==> config.mk <==
export PLATFORM = sky130hd
export DESIGN_NAME = collision_event_manager
export DESIGN_NICKNAME = d
export VERILOG_FILES = /design/src/rtl/collision_event_manager.sv
export SDC_FILE = /design/constraint.sdc
export NUM_CORES = 1
export LEC_CHECK = 0
export CORE_MARGIN = 5
export CORE_UTILIZATION = 48
export DETAILED_ROUTE_END_ITERATION = 8
export HOLD_SLACK_MARGIN = 0.05
export PLACE_DENSITY = 0.77
export SETUP_SLACK_MARGIN = 0.2
export SLEW_MARGIN = 20
export SYNTH_ARGS = -nofsm -noshare
export SYNTH_HDL_FRONTEND = slang
export SYNTH_SLANG_ARGS = --single-unit
export TNS_END_PERCENT = 1
==> constraint.sdc <==
create_clock -name clk -period 1.8 [get_ports clk]
set_input_delay 0.36 -clock clk [delete_from_list [all_inputs] [get_ports clk]]
set_output_delay 0.36 -clock clk [all_outputs]
set_load 0.02 [all_outputs]
==> src/rtl/collision_event_manager.sv <==
// Collision event manager: per-frame collision pulses, score, tower health and game FSM.
// Define HIT_COOLDOWN_EN to ignore tower collisions for COOLDOWN_FRAMES frames after each accepted hit.
module collision_event_manager #(
  parameter int HEALTH_INIT     = 3,
  parameter int SCORE_STEP      = 10,
  parameter int COOLDOWN_FRAMES = 30
) (
  input  logic        clk,
  input  logic        resetN,
  input  logic        startOfFrame,
  input  logic        startGame,
  input  logic        ShotEnemyCollision,
  input  logic        ShotBoxCollision,
  input  logic        TowerEnemyHUCollision,
  output logic        enemyHitPulse,
  output logic        shotBlockedPulse,
  output logic        towerHitPulse,
  output logic [11:0] score,
  output logic [2:0]  towerHealth,
  output logic        gameActive,
  output logic        gameOver
);

  typedef enum logic [1:0] {IDLE, PLAY, GAMEOVER} state_t;

  state_t state, next_state;

  logic enemy_flag, blocked_flag, tower_flag;
  logic enemy_pulse, blocked_pulse, tower_pulse;
  logic accept_enemy, accept_blocked, accept_tower;
  logic tower_ready;
  logic in_play, enter_play;
  logic [12:0] score_sum;

  assign in_play    = (state == PLAY);
  assign enter_play = (state != PLAY) && startGame;

`ifdef HIT_COOLDOWN_EN
  localparam int CW = $clog2(COOLDOWN_FRAMES + 1);
  logic [CW-1:0] cooldown;

  assign tower_ready = (cooldown == '0);

  // A fresh hit reloads the window even if a frame starts in the same cycle
  always_ff @(posedge clk or negedge resetN) begin
    if (!resetN) begin
      cooldown <= '0;
    end else if (enter_play) begin
      cooldown <= '0;
    end else if (in_play && accept_tower) begin
      cooldown <= CW'(COOLDOWN_FRAMES);
    end else if (startOfFrame && (cooldown != '0)) begin
      cooldown <= cooldown - 1'b1;
    end
  end
`else
  logic unused_cooldown_cfg;
  assign unused_cooldown_cfg = (COOLDOWN_FRAMES != 0);
  assign tower_ready = 1'b1;
`endif

  // startOfFrame reopens every flag, so a collision in that cycle belongs to the new frame
  assign accept_enemy   = ShotEnemyCollision && (startOfFrame || !enemy_flag);
  assign accept_blocked = ShotBoxCollision && (startOfFrame || !blocked_flag);
  assign accept_tower   = TowerEnemyHUCollision && tower_ready && (startOfFrame || !tower_flag);

  always_ff @(posedge clk or negedge resetN) begin
    if (!resetN) begin
      enemy_flag    <= 1'b0;
      blocked_flag  <= 1'b0;
      tower_flag    <= 1'b0;
      enemy_pulse   <= 1'b0;
      blocked_pulse <= 1'b0;
      tower_pulse   <= 1'b0;
    end else if (!in_play) begin
      enemy_flag    <= 1'b0;
      blocked_flag  <= 1'b0;
      tower_flag    <= 1'b0;
      enemy_pulse   <= 1'b0;
      blocked_pulse <= 1'b0;
      tower_pulse   <= 1'b0;
    end else begin
      enemy_flag    <= (enemy_flag && !startOfFrame) || accept_enemy;
      blocked_flag  <= (blocked_flag && !startOfFrame) || accept_blocked;
      tower_flag    <= (tower_flag && !startOfFrame) || accept_tower;
      enemy_pulse   <= accept_enemy;
      blocked_pulse <= accept_blocked;
      tower_pulse   <= accept_tower;
    end
  end

  // Gating keeps a pulse raised in the last PLAY cycle from leaking into GAMEOVER
  assign enemyHitPulse    = enemy_pulse && in_play;
  assign shotBlockedPulse = blocked_pulse && in_play;
  assign towerHitPulse    = tower_pulse && in_play;

  assign score_sum = {1'b0, score} + 13'(SCORE_STEP);

  always_ff @(posedge clk or negedge resetN) begin
    if (!resetN) begin
      score       <= '0;
      towerHealth <= 3'(HEALTH_INIT);
    end else if (enter_play) begin
      score       <= '0;
      towerHealth <= 3'(HEALTH_INIT);
    end else if (in_play) begin
      if (enemyHitPulse) begin
        score <= score_sum[12] ? 12'hFFF : score_sum[11:0];
      end
      if (towerHitPulse && (towerHealth != 3'd0)) begin
        towerHealth <= towerHealth - 3'd1;
      end
    end
  end

  always_ff @(posedge clk or negedge resetN) begin
    if (!resetN) begin
      state <= IDLE;
    end else begin
      state <= next_state;
    end
  end

  always_comb begin
    next_state = state;
    case (state)
      IDLE:     if (startGame) next_state = PLAY;
      PLAY:     if (towerHealth == 3'd0) next_state = GAMEOVER;
      GAMEOVER: if (startGame) next_state = PLAY;
      default:  next_state = IDLE;
    endcase
  end

  assign gameActive = (state == PLAY);
  assign gameOver   = (state == GAMEOVER);

endmodule

Word-level counts from Yosys, hierarchy flattened
Index checks and enable logic that the tools add are counted.
Storage, ports and cells
  flip-flop bits (word level): 23
  bits in latches: 0
  memory bits (writable): 0
  memory bits (read-only): 0
  input bits: 7
  output and inout port bits: 20
  word-level logic and storage cells: 63
  memories kept: 0
Cells by class
  add/subtract/negate cells: 2
  $mul: 0
  divide/modulo/power cells: 0
  order comparisons: 0
  equal/unequal tests: 5
  shifts and indexed selects: 0
  muxes and demuxes: 16
  bitwise operators: 0
  reduce and logical (&&, ||, !) cells: 31
Operators by type and width (count)
  $mux W12: 4
  $add A12 B4 Y13 const B: 1
  $logic_and A1 B1 Y1: 11
  $mux W3: 3
  $logic_or A1 B1 Y1: 6
  $mux W1: 6
  $ne A2 B1 Y1 const B: 3
  $reduce_and A2 Y1: 3
  $reduce_bool A2 Y1: 3
  $logic_not A1 Y1: 4
  $mux W2: 2
  $pmux W2 S2: 1
  $logic_not A3 Y1: 1
  $reduce_bool A3 Y1: 1
  $sub A3 B1 Y3 const B: 1
  $eq A2 B1 Y1 const B: 1
  $eq A2 B2 Y1 const B: 1
  $logic_not A2 Y1: 1
  $reduce_or A2 Y1: 1

Logic depth before layout (Yosys ltp)
  depth after elaboration: 6
  gate-level depth with buffers: 7
  gate-level depth less buffers: 7

Worst setup path before layout
Ideal clock, no wire load.
  path type: flip-flop to flip-flop
  from: register towerHealth[0]
  to: register towerHealth[2]
  setup time: 0.123 ns
  data arrival time: 1.529 ns
  data required time: 1.677 ns
  setup slack: 0.148 ns
  cell stages (with the launch flop): 7
  path buffers: 0
  period minus slack after synthesis: 1.652 ns
  cell sequence: dfstp_2 > inv_1 > ha_1 > ha_1 > nand4bb_1 > a21oi_1 > nor2_1
Between the ends
  cells in the longest elaborated chain, start to end: 4
  elaborated cells on any way between the ends: 8
  those cells by class: 1 x add/sub; 3 x mux; 4 x reduce/logical
Ends and longest elaborated chain
  from (decl): RTL line 19  | output logic [2:0] towerHealth,
  from (signal assigned): RTL line 102  | towerHealth <= 3'(HEALTH_INIT);
  from (signal assigned): RTL line 105  | towerHealth <= 3'(HEALTH_INIT);
  from (signal assigned): RTL line 111  | towerHealth <= towerHealth - 3'd1;
  $sub A3 B1 Y3 / $reduce_bool A3 Y1 (equally long branches): RTL line 111, 110
  $mux W3 / $logic_and A1 B1 Y1 (equally long branches): RTL line 110  | if (towerHitPulse && (towerHealth != 3'd0)) begin
  $mux W3 / $reduce_bool A2 Y1 (equally long branches)
  $mux W3 / $reduce_and A2 Y1 (equally long branches)
Parallel ways exist; a longest one is shown, timed or not. The select of a mux whose other input is x is not followed.
A chain may end at the register's enable or synchronous reset.

Worst setup path after layout
  from: register state[0]
  to: output port enemyHitPulse
Between the ends
  cells in the longest elaborated chain, start to end: 2
Ends and longest elaborated chain
  from (decl): RTL line 26  | state_t state, next_state;
  from (signal assigned): RTL line 120  | state <= next_state;
  $eq A2 B1 Y1: RTL line 35  | assign in_play = (state == PLAY);
  $logic_and A1 B1 Y1: RTL line 93  | assign enemyHitPulse = enemy_pulse && in_play;
  to (decl): RTL line 15  | output logic enemyHitPulse,
Every way passes these cells.

==> out/metrics.cfg <==
[setup_path]
crit_fanout=5
critical_path_required_ns=1.44
endpoint=enemyHitPulse
reg2reg_from=towerHealth[0]
startpoint=state[0]
end_kind=primary output
worst_setup_path_start_kind=flop
reg2reg_to=towerHealth[2]
crit_buf_inv=3
rrSetupSlack_ns=0.25
crit_chain=buf_4 > nand3b_4 > clkinv_4 > buf_4
crit_family=flip-flops
path_common_cell=buf_4
r2r_cells=7
worstPathArrival_ns=1.21
critPathSlowestCell=dfrtp_2
max_stage_delay_ns=0.47
crit_type=flop to primary output
cp.depth=4

[status]
status=finished, final reports clean

[sta]
finalSetupViolations=0
skew_ns=0.004415
slew-limit-headroom_pct=68.47
hold_viol=0
tightest_slew_ns=0.4730
tns_ns=0
min_period_ns=1.572
final_max_slew_viol_count=0
fin_crit_sh_pct=87.34
fin_ws_ns=0.2279
max_freq_mhz=636.1
rsz0062_at_grt=yes

[yosys]
ys.warnings.count=0
ys_seq_elements=23
syn_area_per_cell_um2=10.59
syn-cell-area_um2=1144
synth_fp_nets=118
synth.distinct_cells=37
synth_edf_count=0
synth_seq_area_share_pct=50.55
syn-instance-count=108
ys.flop_type=dfrtp_1
ys_async_sr_fraction_pct=100.0

[final_layout]
syn_to_final_growth_pct=38.95
fin_util_pct=71.15
drive_above_1_share_pct=28.57
fillerInstances=180
layout.nets=158
antennaDiodeCount=0
fin_cells=175

[route]
vias=972
dr.pass1.iters=4
drt-initial-drc-count=6
drt_wl_total_mm=2.772
vias_per_cell=5.554
ant_nets=0
wl_per_cell_um=15.84
drc=0

[placed_design]
pre_cts_slack_ns=0.02549
port_buffers=26
dp_cells=170
dpl.hpwl_mm=2.061
routabilityCongestion=0.8056

[die]
core_um2=2233
dieWidth_um=58.81
initial_core_util_pct=51.20
die_h_um=58.81
die_area_um2=3459
rows=17
ios=27

[pwr]
p_leak_nw=0.8131
ir_drop_mv=1.047
power_mw=2.168
pwr_density_cell_nw_per_um2=1364

[global_routing]
grt_max_degree=24
antenna_found_initial=0
track_usage_pct=18.02
grt_pass1_vias=1031
overflow=0
grt_pass1_wl_mm=4.781

[clock_network]
clk-insertion-delay-late_ns=0.31
h-tree-depth=1
cts_buffers=3
clkSlewWorstSetupHoldPaths_ns=0.13
cts_tree=done
cts.sinks=23
postCtsHoldBufs=0
clockBufferDepth=2
cts-root-buf=clkbuf_4

[worst_hold_path]
hold_path_class=input port to asynchronous set/reset pin

[flow_run]
drv_cap=0

[cell usage in the layout (no fill, tap or decap), types with 2 or more instances in the layout]
cell and count:
dfrtp_1 20, clkdlybuf4s50_1 6, dlygate4sd2_1 15, nand4_1 2
nand2_1 8, o211ai_1 9, buf_4 11, nand2b_4 2
inv_1 5, buf_6 2, and3_1 5, nor2_1 3
nand3_1 8, nand2b_1 3, a21oi_1 6, dfstp_2 2
inv_2 2, ha_4 2, clkbuf_4 3
[sequential cells by signal, summed over array words and instances, names as in the netlist]
register,cells
enemy_flag,1
tower_pulse,1
towerHealth,3
enemy_pulse,1
blocked_pulse,1
state,2
blocked_flag,1
score,12
tower_flag,1
[stage by stage]
stage,hold WS (ns),area [µm²]
after floorplan,0.06441,1160
after global placement,0.4663,1518
after detailed placement,0.4960,1518
after CTS,0.3876,1538
after global routing,0.4055,1589
final,0.3827,1589
[power by group]
group / switching, mW / internal, mW / total, mW
combinational: 0.628 / 0.515 / 1.14
clock: 0.155 / 0.0830 / 0.238
sequential: 0.116 / 0.671 / 0.787
[logic make-up after synthesis]
family / after synthesis / share of synthesized area, %
buf+inv: 10 / 3.829
xor+xnor: 1 / 0.7660
simple gates: 46 / 26.59
compound gates: 25 / 14.99
fa+ha+maj: 3 / 3.283
flops: 23 / 50.55
[cell type report]
cell class / count / area, µm² / share of cell area [%]
multi-input cells: 75 / 593.1 / 37.32
flip-flops and latches: 23 / 579.3 / 36.46
repair buffers: 36 / 312.8 / 19.69
inverters: 9 / 41.29 / 2.598
well taps: 28 / 35.03 / 2.205
clock buffers: 3 / 22.52 / 1.417
clock inverters: 1 / 5.005 / 0.3150
[worst reg2reg max path, stage by stage, from the launching register on]
cell and delay (ns):
dfstp_2 0.56, inv_2 0.06, ha_4 0.17, ha_4 0.16, nand4bb_4 0.27, nor2_4 0.14, a21oi_2 0.04, nor2_1 0.10
[routing by layer]
metal / part of all wire, % / global-route usage (%)
met5: 0 / 0
met2: 52 / 29.81
met1: 44 / 24.34
met4: 1.7 / 5.825
met3: 2.8 / 2.412
[how the worst min path moves through the flow]
stage               cells after the start  slack [ns]       endpoint     start
floorplan                               0        0.06   blocked_flag    resetN
global placement                        2        0.47       score[0]  score[0]
detailed placement                      2        0.50       score[0]  score[0]
CTS                                     2        0.39   blocked_flag    resetN
global route                            2        0.41  blocked_pulse    resetN
finish                                  2        0.38       score[4]    resetN
[synth_stat cells (2+ instances only)]
cell      instances  area share [%]
dfstp_2           2             4.6
dfrtp_1          21              46
nand4_1           2             1.1
a21oi_1           7             3.1
nor2_1            4             1.3
and3_1            5             2.7
ha_1              3             3.3
nand4_2           2             2.2
o211ai_1          9             5.9
nand2b_1          4             2.2
nand2_1           8             2.6
inv_1             8             2.6
nand3_1           8             3.5
and2_1            2             1.1
[what timing repair did]
action | CTS | global route
setup buffers | 0 | 1
pin swaps | 1 | 6
setup endpoints to repair | 22 | 13
endpoints found under the hold margin | 0 | 0
gates resized for setup | 41 | 13
(Power assumes the default switching activity.)
